## config.mk

```make
export PLATFORM = sky130hd
export DESIGN_NAME = mem_access_ctrl_flat
export DESIGN_NICKNAME = d
export VERILOG_FILES = /design/src/rtl/mem_access_ctrl_pkg.sv /design/src/rtl/mem_access_ctrl_if.sv /design/src/rtl/mem_access_ctrl_wait_counter.sv /design/src/rtl/mem_access_ctrl.sv /design/src/flat_wrapper.sv
export SDC_FILE = /design/constraint.sdc
export NUM_CORES = 1
export LEC_CHECK = 0
export BUFFER_PORTS_ARGS = -buffer_cell sky130_fd_sc_hd__buf_2
export CORE_MARGIN = 4
export CORE_UTILIZATION = 52
export CTS_BUF_LIST = sky130_fd_sc_hd__clkbuf_8
export DETAILED_ROUTE_END_ITERATION = 6
export GPL_ROUTABILITY_DRIVEN = 0
export PLACE_DENSITY_LB_ADDON = 0.08
export SETUP_SLACK_MARGIN = 0.15
export SLEW_MARGIN = 10
export SYNTH_ARGS = -nofsm -noshare
export SYNTH_HDL_FRONTEND = slang
export SYNTH_SLANG_ARGS = --single-unit
export TNS_END_PERCENT = 1
```

## constraint.sdc

```tcl
create_clock -name clk -period 4.1 [get_ports clk]
set_input_delay 0.615 -clock clk [delete_from_list [all_inputs] [get_ports clk]]
set_output_delay 0.615 -clock clk [all_outputs]
set_load 0.05 [all_outputs]
```

## src/rtl/mem_access_ctrl_pkg.sv

```systemverilog
// mem_access_pkg: shared types and constants for the memory access controller.
//   state_t     : controller FSM states (IDLE, ACCESS, DONE)
//   MEM_ADDR_W  : default address width (MAR width)
//   MEM_DATA_W  : default data word width
//   WAIT_CNT_W  : width of the wait-state down-counter (0..15 wait states)
package mem_access_pkg;

  localparam int unsigned MEM_ADDR_W = 16;
  localparam int unsigned MEM_DATA_W = 16;
  localparam int unsigned WAIT_CNT_W = 4;

  typedef enum logic [1:0] {
    IDLE   = 2'd0,
    ACCESS = 2'd1,
    DONE   = 2'd2
  } state_t;

endpackage

```

## src/rtl/mem_access_ctrl_if.sv

```systemverilog
// mem_access_ctrl_if: request/response handshake between the control unit
// (MAR/MDR side) and the memory access controller.
//   mar_addr    : address from the MAR register
//   mem_rd_req  : read request
//   mem_wr_req  : write request
//   mem_wr_data : write data from MDR/data bus
//   mem_rd_data : captured read data towards the MDR
//   mem_ack     : one-cycle completion pulse
//   mem_busy    : access in progress
//   mem_fault   : address-limit fault, qualified by mem_ack
// Modports: master = control unit, slave = memory access controller.
interface mem_access_ctrl_if
  import mem_access_pkg::*;
#(
  parameter int unsigned ADDR_WIDTH = MEM_ADDR_W,
  parameter int unsigned DATA_WIDTH = MEM_DATA_W
);

  logic [ADDR_WIDTH-1:0] mar_addr;
  logic                  mem_rd_req;
  logic                  mem_wr_req;
  logic [DATA_WIDTH-1:0] mem_wr_data;
  logic [DATA_WIDTH-1:0] mem_rd_data;
  logic                  mem_ack;
  logic                  mem_busy;
  logic                  mem_fault;

  modport master (
    output mar_addr,
    output mem_rd_req,
    output mem_wr_req,
    output mem_wr_data,
    input  mem_rd_data,
    input  mem_ack,
    input  mem_busy,
    input  mem_fault
  );

  modport slave (
    input  mar_addr,
    input  mem_rd_req,
    input  mem_wr_req,
    input  mem_wr_data,
    output mem_rd_data,
    output mem_ack,
    output mem_busy,
    output mem_fault
  );

endinterface

```

## src/rtl/mem_access_ctrl_wait_counter.sv

```systemverilog
// mem_wait_counter: loadable down-counter that sets the ACCESS dwell time.
//   clk      : system clock
//   rst      : synchronous active-high reset (count -> 0)
//   load     : load load_val (has priority over dec)
//   load_val : value loaded on load
//   dec      : decrement by one; saturates at zero
//   zero     : count is zero
module mem_wait_counter
  import mem_access_pkg::*;
#(
  parameter int unsigned W = WAIT_CNT_W
) (
  input  logic         clk,
  input  logic         rst,
  input  logic         load,
  input  logic [W-1:0] load_val,
  input  logic         dec,
  output logic         zero
);

  logic [W-1:0] count_r;

  // Count register: load wins over decrement, never wraps below zero.
  always_ff @(posedge clk) begin
    if (rst) begin
      count_r <= '0;
    end else if (load) begin
      count_r <= load_val;
    end else if (dec && (count_r != '0)) begin
      count_r <= count_r - W'(1);
    end else begin
      count_r <= count_r;
    end
  end

  assign zero = (count_r == '0);

endmodule

```

## src/rtl/mem_access_ctrl.sv

```systemverilog
// mem_access_ctrl: memory-side responder for the address path. Accepts a read
// or write request in IDLE, drives the RAM for WAIT_STATES+1 cycles, captures
// read data for the MDR and returns a one-cycle mem_ack.
//   clk, rst   : clock, synchronous active-high reset
//   bus        : mem_access_ctrl_if.slave (MAR address, requests, MDR data,
//                ack/busy/fault)
//   ram_addr   : RAM address (latched, stable during ACCESS)
//   ram_wdata  : RAM write data (latched, stable during ACCESS)
//   ram_rdata  : RAM read data, sampled at the last ACCESS edge
//   ram_en     : RAM enable, high only in ACCESS
//   ram_we     : RAM write enable, high only in ACCESS for writes
// Optional feature: define MEM_ADDR_LIMIT_EN to fault any access whose address
// is >= ADDR_LIMIT; such an access skips the RAM and acks one cycle after
// acceptance with mem_fault=1 (reads return all ones).
module mem_access_ctrl
  import mem_access_pkg::*;
#(
  parameter int unsigned           ADDR_WIDTH  = MEM_ADDR_W,
  parameter int unsigned           DATA_WIDTH  = MEM_DATA_W,
  parameter int unsigned           WAIT_STATES = 2,
  parameter logic [ADDR_WIDTH-1:0] ADDR_LIMIT  = ADDR_WIDTH'(16'hF000)
) (
  input  logic                  clk,
  input  logic                  rst,
  mem_access_ctrl_if.slave      bus,
  output logic [ADDR_WIDTH-1:0] ram_addr,
  output logic [DATA_WIDTH-1:0] ram_wdata,
  input  logic [DATA_WIDTH-1:0] ram_rdata,
  output logic                  ram_en,
  output logic                  ram_we
);

  // The wait counter is 4 bits wide, so more than 15 wait states cannot be met.
  if (WAIT_STATES > ((32'd1 << WAIT_CNT_W) - 32'd1)) begin : g_bad_wait_states
    $error("mem_access_ctrl: WAIT_STATES=%0d does not fit the wait counter", WAIT_STATES);
  end

  // A zero limit would make every access fault when the limit is enabled.
  if (ADDR_LIMIT == '0) begin : g_bad_addr_limit
    $error("mem_access_ctrl: ADDR_LIMIT must be non-zero");
  end

  state_t                state_r;
  logic [DATA_WIDTH-1:0] rd_data_r;
  logic                  ack_r;
  logic                  busy_r;
  logic                  fault_r;
  logic [ADDR_WIDTH-1:0] ram_addr_r;
  logic [DATA_WIDTH-1:0] ram_wdata_r;
  logic                  ram_en_r;
  logic                  ram_we_r;

  logic                  req_s;
  logic                  load_s;
  logic                  dec_s;
  logic                  cnt_zero_s;
  logic                  limit_hit_s;

  assign req_s  = bus.mem_rd_req || bus.mem_wr_req;
  assign load_s = (state_r == IDLE) && req_s;
  assign dec_s  = (state_r == ACCESS) && !cnt_zero_s;

`ifdef MEM_ADDR_LIMIT_EN
  assign limit_hit_s = (bus.mar_addr >= ADDR_LIMIT);
`else
  // No comparator: every address reaches the RAM and fault_r stays at zero.
  assign limit_hit_s = 1'b0;
`endif

  mem_wait_counter #(
    .W (WAIT_CNT_W)
  ) u_wait_counter (
    .clk      (clk),
    .rst      (rst),
    .load     (load_s),
    .load_val (WAIT_CNT_W'(WAIT_STATES)),
    .dec      (dec_s),
    .zero     (cnt_zero_s)
  );

  // Controller FSM with all externally visible outputs registered.
  always_ff @(posedge clk) begin
    if (rst) begin
      state_r     <= IDLE;
      rd_data_r   <= '0;
      ack_r       <= 1'b0;
      busy_r      <= 1'b0;
      fault_r     <= 1'b0;
      ram_addr_r  <= '0;
      ram_wdata_r <= '0;
      ram_en_r    <= 1'b0;
      ram_we_r    <= 1'b0;
    end else begin
      case (state_r)
        IDLE: begin
          ack_r   <= 1'b0;
          fault_r <= 1'b0;
          if (req_s) begin
            ram_addr_r  <= bus.mar_addr;
            ram_wdata_r <= bus.mem_wr_data;
            if (limit_hit_s) begin
              // Illegal address: skip the RAM entirely and ack next cycle.
              state_r <= DONE;
              ack_r   <= 1'b1;
              fault_r <= 1'b1;
              if (!bus.mem_wr_req) begin
                rd_data_r <= '1;
              end else begin
                rd_data_r <= rd_data_r;
              end
            end else begin
              // Write wins over a simultaneous read.
              state_r  <= ACCESS;
              busy_r   <= 1'b1;
              ram_en_r <= 1'b1;
              ram_we_r <= bus.mem_wr_req;
            end
          end else begin
            state_r <= IDLE;
          end
        end

        ACCESS: begin
          if (cnt_zero_s) begin
            // ram_we_r still holds the operation type of this access.
            if (!ram_we_r) begin
              rd_data_r <= ram_rdata;
            end else begin
              rd_data_r <= rd_data_r;
            end
            state_r  <= DONE;
            ack_r    <= 1'b1;
            busy_r   <= 1'b0;
            ram_en_r <= 1'b0;
            ram_we_r <= 1'b0;
          end else begin
            state_r <= ACCESS;
          end
        end

        DONE: begin
          state_r <= IDLE;
          ack_r   <= 1'b0;
          fault_r <= 1'b0;
        end

        default: begin
          state_r  <= IDLE;
          ack_r    <= 1'b0;
          busy_r   <= 1'b0;
          fault_r  <= 1'b0;
          ram_en_r <= 1'b0;
          ram_we_r <= 1'b0;
        end
      endcase
    end
  end

  assign bus.mem_rd_data = rd_data_r;
  assign bus.mem_ack     = ack_r;
  assign bus.mem_busy    = busy_r;
  assign bus.mem_fault   = fault_r;
  assign ram_addr        = ram_addr_r;
  assign ram_wdata       = ram_wdata_r;
  assign ram_en          = ram_en_r;
  assign ram_we          = ram_we_r;

endmodule
```

## src/flat_wrapper.sv

```systemverilog
// flat-port wrapper written by rule: the top's interface ports become plain ports
module mem_access_ctrl_flat import mem_access_pkg::*;
#(
  parameter int unsigned           ADDR_WIDTH  = MEM_ADDR_W,
  parameter int unsigned           DATA_WIDTH  = MEM_DATA_W,
  parameter int unsigned           WAIT_STATES = 2,
  parameter logic [ADDR_WIDTH-1:0] ADDR_LIMIT  = ADDR_WIDTH'(16'hF000)
)
  (clk, rst, ram_addr, ram_wdata, ram_rdata, ram_en, ram_we, bus_mar_addr, bus_mem_rd_req, bus_mem_wr_req, bus_mem_wr_data, bus_mem_rd_data, bus_mem_ack, bus_mem_busy, bus_mem_fault);
  mem_access_ctrl_if #(.ADDR_WIDTH(ADDR_WIDTH), .DATA_WIDTH(DATA_WIDTH)) bus_i ();
  input  logic clk;
  input  logic rst;
  output logic [ADDR_WIDTH-1:0] ram_addr;
  output logic [DATA_WIDTH-1:0] ram_wdata;
  input  logic [DATA_WIDTH-1:0] ram_rdata;
  output logic ram_en;
  output logic ram_we;
  input wire logic [$bits(bus_i.mar_addr)-1:0] bus_mar_addr;
  input wire logic [$bits(bus_i.mem_rd_req)-1:0] bus_mem_rd_req;
  input wire logic [$bits(bus_i.mem_wr_req)-1:0] bus_mem_wr_req;
  input wire logic [$bits(bus_i.mem_wr_data)-1:0] bus_mem_wr_data;
  output wire logic [$bits(bus_i.mem_rd_data)-1:0] bus_mem_rd_data;
  output wire logic [$bits(bus_i.mem_ack)-1:0] bus_mem_ack;
  output wire logic [$bits(bus_i.mem_busy)-1:0] bus_mem_busy;
  output wire logic [$bits(bus_i.mem_fault)-1:0] bus_mem_fault;
  assign bus_i.mar_addr = bus_mar_addr;
  assign bus_i.mem_rd_req = bus_mem_rd_req;
  assign bus_i.mem_wr_req = bus_mem_wr_req;
  assign bus_i.mem_wr_data = bus_mem_wr_data;
  assign bus_mem_rd_data = bus_i.mem_rd_data;
  assign bus_mem_ack = bus_i.mem_ack;
  assign bus_mem_busy = bus_i.mem_busy;
  assign bus_mem_fault = bus_i.mem_fault;
  mem_access_ctrl #(.ADDR_WIDTH(ADDR_WIDTH), .DATA_WIDTH(DATA_WIDTH), .WAIT_STATES(WAIT_STATES), .ADDR_LIMIT(ADDR_LIMIT)) u_core (.clk(clk), .rst(rst), .bus(bus_i), .ram_addr(ram_addr), .ram_wdata(ram_wdata), .ram_rdata(ram_rdata), .ram_en(ram_en), .ram_we(ram_we));
endmodule
```

==> flow_metrics.py, run 1 <==
metrics = {
    "die": {
        "die_height_um": 75.4,
        "core_mm2": 0.00438,
        "die_w_um": 75.4,
        "die_area_mm2": 0.00568,
        "io_pins": 105,
        "fp-row-count": 24,
        "initial_core_util_pct": 53.9,
    },
    "setup_path": {
        "end_kind": "flip-flop",
        "path_buf_inv": 1,
        "cp_top_family": "simple AND/OR/NAND/NOR gates",
        "r2r-end": "u_core.bus.mem_busy",
        "cp-start-kind": "flip-flop",
        "cp_slowest_stage_delay_ns": 0.64,
        "startpoint": "u_core.state_r[0]",
        "cp.depth": 4,
        "regToRegStartpoint": "u_core.state_r[0]",
        "ff2ff_setup_slack_ns": 1.98,
        "crit_fanout": 21,
        "path_class": "reg2reg",
        "slowest_stage": "dfxtp_1",
        "critical_path_arrival_ns": 2.35,
        "crit_chain": "buf_4 -> and2b_1 -> nand2_1 -> a211oi_1",
        "setup.worst_path.end": "u_core.bus.mem_busy",
        "r2r_cells": 4,
        "cp.required_ns": 4.33,
    },
    "power_and_ir_drop": {
        "total_power_mw": 1.54,
        "vdd_ir_drop_max_mv": 0.364,
        "seqPwrFrac_pct": 40.8,
        "static-leakage-power_nw": 1.33,
        "pwr_density_cell_mw_per_mm2": 514,
        "swShare_pct": 35.7,
        "intPower_uw": 992,
        "switchingPower_uw": 551,
        "power_frac_clock_pct": 31.9,
        "p_comb_share_pct": 27.3,
    },
    "placed_design": {
        "dp_cells": 395,
        "portBuffers": 103,
        "hpwl_um": 3820,
        "placed_cell_area_mm2": 0.00281,
        "pre_cts_slack_ns": 2.05,
    },
    "run": {
        "maxCapViolations": 0,
    },
    "clock_network": {
        "cts_tree": "yes",
        "ctsHoldBuffers": 0,
        "cts_made_buffers": 9,
        "clock_path_buffers": 2,
        "post_cts_buffers": 0,
        "cts_sinks": 57,
        "cts.repair.resized": 0,
        "clkTransAtPathRegs_ns": 0.06,
        "clock_latency_ns": 0.33,
        "root_buffer": "clkbuf_8",
        "cts_max_level": 3,
    },
    "sta": {
        "worstMarginPinSlew_ns": 1.01,
        "hold_violations": 0,
        "setup_ws_ns": 1.98,
        "slew_violations": 0,
        "rsz0062_at_grt": "no",
        "period_share_pct": 51.7,
        "fmax_mhz": 472,
        "hold-worst-slack_ns": 0.464,
        "setup_tns_ns": 0,
        "skew_ns": 0.00872,
        "relSlewSlack_pct": 32.9,
        "fin_crit_ns": 2.12,
        "setup_viol": 0,
    },
    "global_route": {
        "grtUsageTotal_pct": 21.4,
        "overflow": 0,
        "antenna_found_initial": 0,
        "grt_pass1_wl_um": 9460,
        "grt_max_degree": 56,
        "grt_pass1_vias": 2095,
    },
    "status": {
        "status": "finished, final reports clean",
    },
    "logic_synthesis": {
        "ys_seq_elements": 57,
        "ys.flop_type": "dfxtp_1",
        "synth.avg_cell_area_um2": 8.74,
        "synth_edf_count": 0,
        "ys_types": 31,
        "synth_area_mm2": 0.00236,
        "yosys_warnings": 0,
        "yosys-top-cells-area": "dfxtp_1, a21oi_1, nand3_1",
        "yosysSeqAreaShare_pct": 48.3,
        "netlist_instances": 270,
        "async_reset_ff_share_pct": 0,
        "synth_commonest_cells": "dfxtp_1, a21oi_1, nand3_1, o21ai_0, nand4b_1",
        "yosysMostFrequentCell": "dfxtp_1",
        "synthesis.nets": 323,
        "synth_largest_area_cell": "dfxtp_1",
        "synth.top_cell.area_share_pct": 48.3,
    },
    "hold_path": {
        "whs_path_depth": 2,
        "worstHoldPathType": "reg2reg",
    },
    "drt": {
        "ant_nets": 0,
        "drcViolationCount": 0,
        "wirelength_um": 6060,
        "firstDrtPassIters": 4,
        "wl_per_cell_um": 14.7,
        "drtIter0Drc": 188,
        "via_count": 2304,
        "viasPerCell": 5.61,
    },
    "final_layout": {
        "stdcell_area_mm2": 0.00300,
        "stdcell_count": 411,
        "num_antenna_cells": 0,
        "final_util_pct": 68.5,
        "nets": 407,
        "multi_input_area_mm2": 0.00106,
        "seq_area_mm2": 0.00114,
        "drive_gt1_share_pct": 35.7,
        "fill_cells": 385,
        "syn_to_final_growth_pct": 27.1,
    },
}
==> registers in the layout (all words and copies together), names as in the netlist <==
signal,flops
u_core.state_r,2
u_core.ram_addr,16
u_core.u_wait_counter.count_r,4
u_core.ram_we,1
u_core.bus.mem_ack,1
u_core.bus.mem_rd_data,16
u_core.ram_wdata,16
u_core.bus.mem_busy,1
==> routing by layer <==
metal	global-route usage [%]	part of all wire, %	vias up
met3	6.86	6.3	4
met1	25.4	42	1080
li1	-	-	1161
met4	6.60	0.79	0
met2	36.7	50	59
met5	0	0	-
==> worst min-delay path, delay by kind of cell (launching register included) <==
family	cells	cell delay [ns]
compound gates	2	0.12
flops	1	0.30
==> final cells by class <==
class                   instances  share of cell area, %
multi-input cells             177                   35.2
clock buffers                  13                   5.96
flip-flops and latches         57                   38.0
inverters                       4                  0.500
clock inverters                 3                  0.459
well taps                      52                   2.17
repair buffers                105                   17.7
==> layout by cell type (no fill, tap or decap) <==
cell / count
a31o_1: 1
o21ai_0: 35
or4_1: 1
nor3_1: 2
buf_4: 2
o31ai_2: 3
o31ai_1: 13
inv_2: 1
or3_1: 1
a31oi_1: 2
inv_1: 4
a21oi_1: 53
nor3b_4: 1
or3b_4: 1
nand2b_1: 1
conb_1: 1
nand3_1: 36
a211oi_1: 1
and2b_1: 1
clkinv_2: 2
nand2_1: 2
nor2_1: 1
o21ba_2: 1
dfxtp_1: 57
clkbuf_8: 13
a21o_1: 1
o21bai_2: 1
nand4b_1: 17
buf_2: 103
ha_1: 1
==> power by group through the flow <==
stage	registers, mW	clock network (mW)	logic, mW
after floorplan	0.789	0	0.183
after global placement	0.640	0	0.420
after detailed placement	0.641	0	0.422
after CTS	0.630	0.499	0.423
after global routing	0.635	0.528	0.454
final	0.630	0.492	0.421
==> worst min-delay path by stage <==
stage / from / to / slack, ns
2_1_floorplan: u_core.u_wait_counter.count_r[1] / u_core.u_wait_counter.count_r[1] / 0.45
3_3_place_gp: u_core.bus.mem_rd_data[15] / u_core.bus.mem_rd_data[15] / 0.45
3_5_place_dp: u_core.bus.mem_rd_data[8] / u_core.bus.mem_rd_data[8] / 0.46
4_1_cts: u_core.bus.mem_rd_data[8] / u_core.bus.mem_rd_data[8] / 0.47
5_1_grt: u_core.ram_wdata[15] / u_core.ram_wdata[15] / 0.49
6_report: u_core.bus.mem_rd_data[8] / u_core.bus.mem_rd_data[8] / 0.46
==> cell families after synthesis <==
group	share of synthesized area (%)
compound gates	26.7
simple gates	17.3
flops	48.3
buf+inv	7.05
fa+ha+maj	0.530
other cells	0.159
No activity file was read; power rests on OpenSTA's default activity.
==> inputs of run 2 (changes only) <==
--- a/config.mk
+++ b/config.mk
@@ -7,7 +7,7 @@
 export LEC_CHECK = 0
 export BUFFER_PORTS_ARGS = -buffer_cell sky130_fd_sc_hd__buf_2
 export CORE_MARGIN = 4
-export CORE_UTILIZATION = 52
+export CORE_UTILIZATION = 48
 export CTS_BUF_LIST = sky130_fd_sc_hd__clkbuf_8
 export DETAILED_ROUTE_END_ITERATION = 6
 export GPL_ROUTABILITY_DRIVEN = 0
==> constraint.sdc (replaced) <==
create_clock -name clk -period 2.15 [get_ports clk]
set_input_delay 0.3225 -clock clk [delete_from_list [all_inputs] [get_ports clk]]
set_output_delay 0.3225 -clock clk [all_outputs]
set_load 0.05 [all_outputs]
==> flow_metrics.py, run 2 (synthesized netlist as in run 1, its figures left out) <==
metrics = {
    "drt": {
        "ant_nets": 0,
        "wl_per_cell_um": 14.2,
        "firstDrtPassIters": 4,
        "drtIter0Drc": 138,
        "viasPerCell": 5.38,
        "wirelength_um": 6180,
        "via_count": 2345,
        "drcViolationCount": 0,
    },
    "hold_path": {
        "worstHoldPathType": "in2reg",
    },
    "sta": {
        "hold-worst-slack_ns": 0.246,
        "period_share_pct": 76.4,
        "slew_violations": 0,
        "setup_viol": 0,
        "worstMarginPinSlew_ns": 0.633,
        "hold_violations": 0,
        "skew_ns": 0.00475,
        "fmax_mhz": 609,
        "setup_tns_ns": 0,
        "fin_crit_ns": 1.64,
        "rsz0062_at_grt": "no",
        "relSlewSlack_pct": 57.7,
    },
    "setup_path": {
        "crit_chain": "inv_1 -> ha_1 -> or3b_4 -> o31ai_1 -> a21oi_1",
        "path_buf_inv": 1,
        "cp_slowest_stage_delay_ns": 0.53,
        "cp.required_ns": 2.33,
        "end_kind": "flip-flop",
        "cp-start-kind": "flip-flop",
        "cp_top_family": "simple AND/OR/NAND/NOR gates",
        "path_class": "reg2reg",
        "critical_path_arrival_ns": 1.82,
        "crit_fanout": 21,
        "slowest_stage": "or3b_4",
    },
    "power_and_ir_drop": {
        "switchingPower_mw": 1.05,
        "seqPwrFrac_pct": 39.3,
        "power_frac_clock_pct": 33.2,
        "vdd_ir_drop_max_mv": 0.572,
        "swShare_pct": 34.4,
        "intPower_mw": 2.00,
        "pwr_density_cell_mw_per_mm2": 979,
        "static-leakage-power_nw": 1.39,
        "p_comb_share_pct": 27.4,
    },
    "final_layout": {
        "multi_input_area_mm2": 0.00106,
        "layout_commonest_cell": "buf_2",
        "seq_area_mm2": 0.00114,
        "drive_gt1_share_pct": 37.1,
        "fill_cells": 419,
        "syn_to_final_growth_pct": 31.7,
        "final_util_pct": 65.4,
        "final_cell_mix": "buf_2, dfxtp_1, a21oi_1, nand3_1, o21ai_0",
        "stdcell_area_mm2": 0.00311,
        "nets": 417,
        "num_antenna_cells": 0,
    },
    "die": {
        "die_height_um": 78.1,
        "initial_core_util_pct": 49.7,
        "core_mm2": 0.00475,
        "fp-row-count": 25,
        "die_w_um": 78.1,
        "die_area_mm2": 0.00611,
        "io_pins": 105,
    },
    "clock_network": {
        "clock_latency_ns": 0.32,
        "cts.repair.resized": 0,
        "clkTransAtPathRegs_ns": 0.06,
        "post_cts_buffers": 0,
        "cts_made_buffers": 9,
        "cts_sinks": 57,
        "cts_tree": "yes",
        "cts_max_level": 3,
        "ctsHoldBuffers": 0,
        "root_buffer": "clkbuf_8",
        "clock_path_buffers": 2,
    },
    "placed_design": {
        "placed_cell_area_mm2": 0.00290,
        "hpwl_um": 4080,
        "portBuffers": 103,
    },
    "global_route": {
        "grtUsageTotal_pct": 20.4,
        "grt_pass1_wl_um": 10100,
        "overflow": 0,
        "grt_max_degree": 38,
        "antenna_found_initial": 0,
        "grt_pass1_vias": 2298,
    },
    "status": {
        "status": "finished, final reports clean",
    },
    "run": {
        "maxCapViolations": 0,
    },
}
run 2: path summary, 6_finish.rpt:
kind / start / endpoint / slack [ns] / cells after the start
setup reg to reg: u_core.u_wait_counter.count_r[0] / u_core.bus.mem_rd_data[0] / 0.51 / 5
setup / recovery: u_core.u_wait_counter.count_r[0] / u_core.bus.mem_rd_data[0] / 0.51 / 5
hold reg to reg: u_core.bus.mem_rd_data[11] / u_core.bus.mem_rd_data[11] / 0.47 / 2
hold / removal: bus_mem_wr_data[1] / u_core.ram_wdata[1] / 0.25 / 3
run 2: metal layers:
layer,global-route usage (%),part of all wire (%)
met3,5.50,6.0
met1,24.5,45
met5,0,0
met4,9.44,0.71
met2,33.8,49
run 2: worst register-to-register path, cell delays in order, from the launching register on:
cell and delay, ns:
dfxtp_1 0.31, inv_1 0.07, ha_1 0.21, or3b_4 0.53, o31ai_1 0.28, a21oi_1 0.10
run 2: through the flow:
stage / instances / power, mW / setup WS, ns
6_report: 436 / 3.05 / 0.507
5_1_grt: 436 / 3.20 / 0.378
4_1_cts: 436 / 3.08 / 0.507
3_5_place_dp: 420 / 2.06 / 0.520
3_3_place_gp: 420 / 2.05 / 0.570
2_1_floorplan: 270 / 1.85 / 0.630
run 2: power groups by stage:
stage | clock network (mW) | registers, mW | logic [mW]
global route | 1.09 | 1.21 | 0.898
CTS | 1.04 | 1.20 | 0.839
finish | 1.01 | 1.20 | 0.836
global placement | 0 | 1.22 | 0.834
floorplan | 0 | 1.51 | 0.349
detailed placement | 0 | 1.22 | 0.837
run 2: area by class of cell:
| cell class | count | share of cell area (%) |
|---|---|---|
| clock buffers | 12 | 5.31 |
| clock inverters | 4 | 1.37 |
| inverters | 4 | 0.483 |
| multi-input cells | 177 | 34.0 |
| flip-flops and latches | 57 | 36.7 |
| well taps | 67 | 2.70 |
| repair buffers | 115 | 19.5 |
==> inputs of run 3 (changes only) <==
--- a/config.mk
+++ b/config.mk
@@ -5,9 +5,10 @@
 export SDC_FILE = /design/constraint.sdc
 export NUM_CORES = 1
 export LEC_CHECK = 0
+export ABC_AREA = 1
 export BUFFER_PORTS_ARGS = -buffer_cell sky130_fd_sc_hd__buf_2
 export CORE_MARGIN = 4
-export CORE_UTILIZATION = 48
+export CORE_UTILIZATION = 42
 export CTS_BUF_LIST = sky130_fd_sc_hd__clkbuf_8
 export DETAILED_ROUTE_END_ITERATION = 6
 export GPL_ROUTABILITY_DRIVEN = 0
==> constraint.sdc (replaced) <==
create_clock -name clk -period 1.5 [get_ports clk]
set_input_delay 0.225 -clock clk [delete_from_list [all_inputs] [get_ports clk]]
set_output_delay 0.225 -clock clk [all_outputs]
set_load 0.05 [all_outputs]
==> flow_metrics.py, run 3 <==
metrics = {
    "power_and_ir_drop": {
        "total_power_mw": 4.74,
        "intPower_mw": 3.01,
        "swShare_pct": 36.5,
        "power_frac_clock_pct": 31.7,
        "p_comb_share_pct": 30.4,
        "vdd_ir_drop_max_mv": 0.860,
        "switchingPower_mw": 1.73,
        "seqPwrFrac_pct": 37.9,
        "pwr_density_cell_mw_per_mm2": 1620,
        "static-leakage-power_nw": 1.46,
    },
    "final_layout": {
        "drive_gt1_share_pct": 36.5,
        "layout_commonest_cell": "buf_2",
        "nets": 427,
        "final_cell_mix": "buf_2, nor2_1, dfxtp_1, o21ai_0, clkbuf_8",
        "syn_to_final_growth_pct": 38.1,
        "stdcell_area_mm2": 0.00293,
        "num_antenna_cells": 0,
    },
    "drt": {
        "ant_nets": 0,
        "wirelength_um": 5350,
        "wl_per_cell_um": 12.0,
        "drcViolationCount": 0,
        "viasPerCell": 4.55,
        "firstDrtPassIters": 4,
        "drtIter0Drc": 104,
        "via_count": 2026,
    },
    "logic_synthesis": {
        "synth_edf_count": 0,
        "ys_seq_elements": 57,
        "synth.top_cell.area_share_pct": 53.9,
        "synthesis.nets": 321,
        "yosys-top-cells-area": "dfxtp_1, nor2_1, o21ai_0",
        "yosysSeqAreaShare_pct": 53.9,
        "async_reset_ff_share_pct": 0,
        "yosys_warnings": 0,
        "ys.flop_type": "dfxtp_1",
        "synth_area_mm2": 0.00212,
        "yosysMostFrequentCell": "nor2_1",
        "netlist_instances": 268,
        "synth.avg_cell_area_um2": 7.90,
        "synth_largest_area_cell": "dfxtp_1",
        "synth_commonest_cells": "nor2_1, dfxtp_1, o21ai_0, nand2_1, inv_1",
        "ys_types": 27,
    },
    "global_route": {
        "grtUsageTotal_pct": 17.8,
        "grt_max_degree": 39,
        "grt_pass1_wl_um": 8760,
        "grt_pass1_vias": 1890,
        "antenna_found_initial": 0,
        "overflow": 0,
    },
    "clock_network": {
        "cts_tree": "yes",
        "root_buffer": "clkbuf_8",
        "ctsHoldBuffers": 0,
        "clkTransAtPathRegs_ns": 0.06,
        "cts_sinks": 57,
        "clock_latency_ns": 0.32,
        "clock_path_buffers": 2,
        "cts_made_buffers": 9,
        "cts_max_level": 3,
    },
    "sta": {
        "period_share_pct": 82.6,
        "skew_ns": 0.00714,
        "fmax_mhz": 807,
        "rsz0062_at_grt": "yes",
        "slew_violations": 0,
        "hold_violations": 0,
        "fin_crit_ns": 1.24,
        "setup_tns_ns": 0,
        "setup_viol": 0,
    },
    "setup_path": {
        "cp_slowest_stage_delay_ns": 0.40,
        "cp_top_family": "flip-flops",
        "end_kind": "primary output",
        "cp.required_ns": 1.27,
        "slowest_stage": "dfxtp_1",
        "path_buf_inv": 1,
        "path_class": "reg2out",
        "crit_chain": "buf_2",
        "cp-start-kind": "flip-flop",
        "critical_path_arrival_ns": 1.01,
        "crit_fanout": 3,
    },
    "die": {
        "die_height_um": 79.0,
        "die_area_mm2": 0.00624,
        "die_w_um": 79.0,
        "core_mm2": 0.00482,
        "fp-row-count": 25,
        "initial_core_util_pct": 44.0,
        "io_pins": 105,
    },
    "hold_path": {
        "worstHoldPathType": "in2reg",
    },
    "placed_design": {
        "hpwl_um": 3770,
        "portBuffers": 103,
        "placed_cell_area_mm2": 0.00267,
    },
    "status": {
        "status": "finished, final reports clean",
    },
    "run": {
        "maxCapViolations": 0,
    },
}
[run 3: kinds of logic after synthesis]
logic type | after synthesis | synth area share, %
compound gates | 55 | 13.2
xor+xnor | 1 | 0.414
fa+ha+maj | 1 | 0.591
buf+inv | 26 | 7.21
flops | 57 | 53.9
other cells | 1 | 0.177
simple gates | 127 | 24.6
[run 3: what timing repair did]
action	CTS	global route
setup buffers	0	1
endpoints found under the setup margin	1	20
gates resized for setup	1	3
pin swaps	0	2
gates cloned	0	1
[run 3: final timing paths]
path	slack [ns]	cells past startpoint	endpoint	start
worst max-delay path	0.26	1	ram_we	u_core.ram_we
worst min-delay path	0.12	3	u_core.ram_wdata[4]	bus_mem_wr_data[4]
worst max register to register	0.26	8	u_core.bus.mem_rd_data[7]	u_core.u_wait_counter.count_r[0]
worst min register to register	0.47	2	u_core.u_wait_counter.count_r[0]	u_core.u_wait_counter.count_r[0]
[run 3: final cells by class]
cell class              count  area (µm²)
clock buffers              13         179
multi-input cells         186         852
repair buffers            109         586
inverters                  11        48.8
well taps                  67        83.8
flip-flops and latches     57        1140
fillers                   484        1890
clock inverters             2        35.0
[run 3: stage by stage]
step / hold slack, ns / instances / setup WS (ns) / utilization (%)
5_1_grt: 0.112 / 445 / 0.147 / 60.7
3_5_place_dp: 0.452 / 428 / 0.159 / 55.5
3_3_place_gp: 0.444 / 428 / 0.207 / 55.5
4_1_cts: 0.108 / 443 / 0.192 / 60.1
2_1_floorplan: 0.294 / 268 / 0.212 / -
6_report: 0.124 / 445 / 0.261 / 60.7
[run 3: power groups by stage]
stage,Combinational [mW],Sequential [mW],Clock [mW]
2_1_floorplan,0.467,2.44,0
6_report,1.44,1.80,1.50
5_1_grt,1.56,1.83,1.62
3_5_place_dp,1.41,1.83,0
3_3_place_gp,1.40,1.83,0
4_1_cts,1.42,1.80,1.54
[run 3: metal layers]
layer	track usage, %	up-vias	part of all wire [%]
met1	22.8	883	46
met5	0	-	0
met3	8.50	6	10
li1	-	1062	-
met2	25.3	75	43
met4	7.73	0	1.1
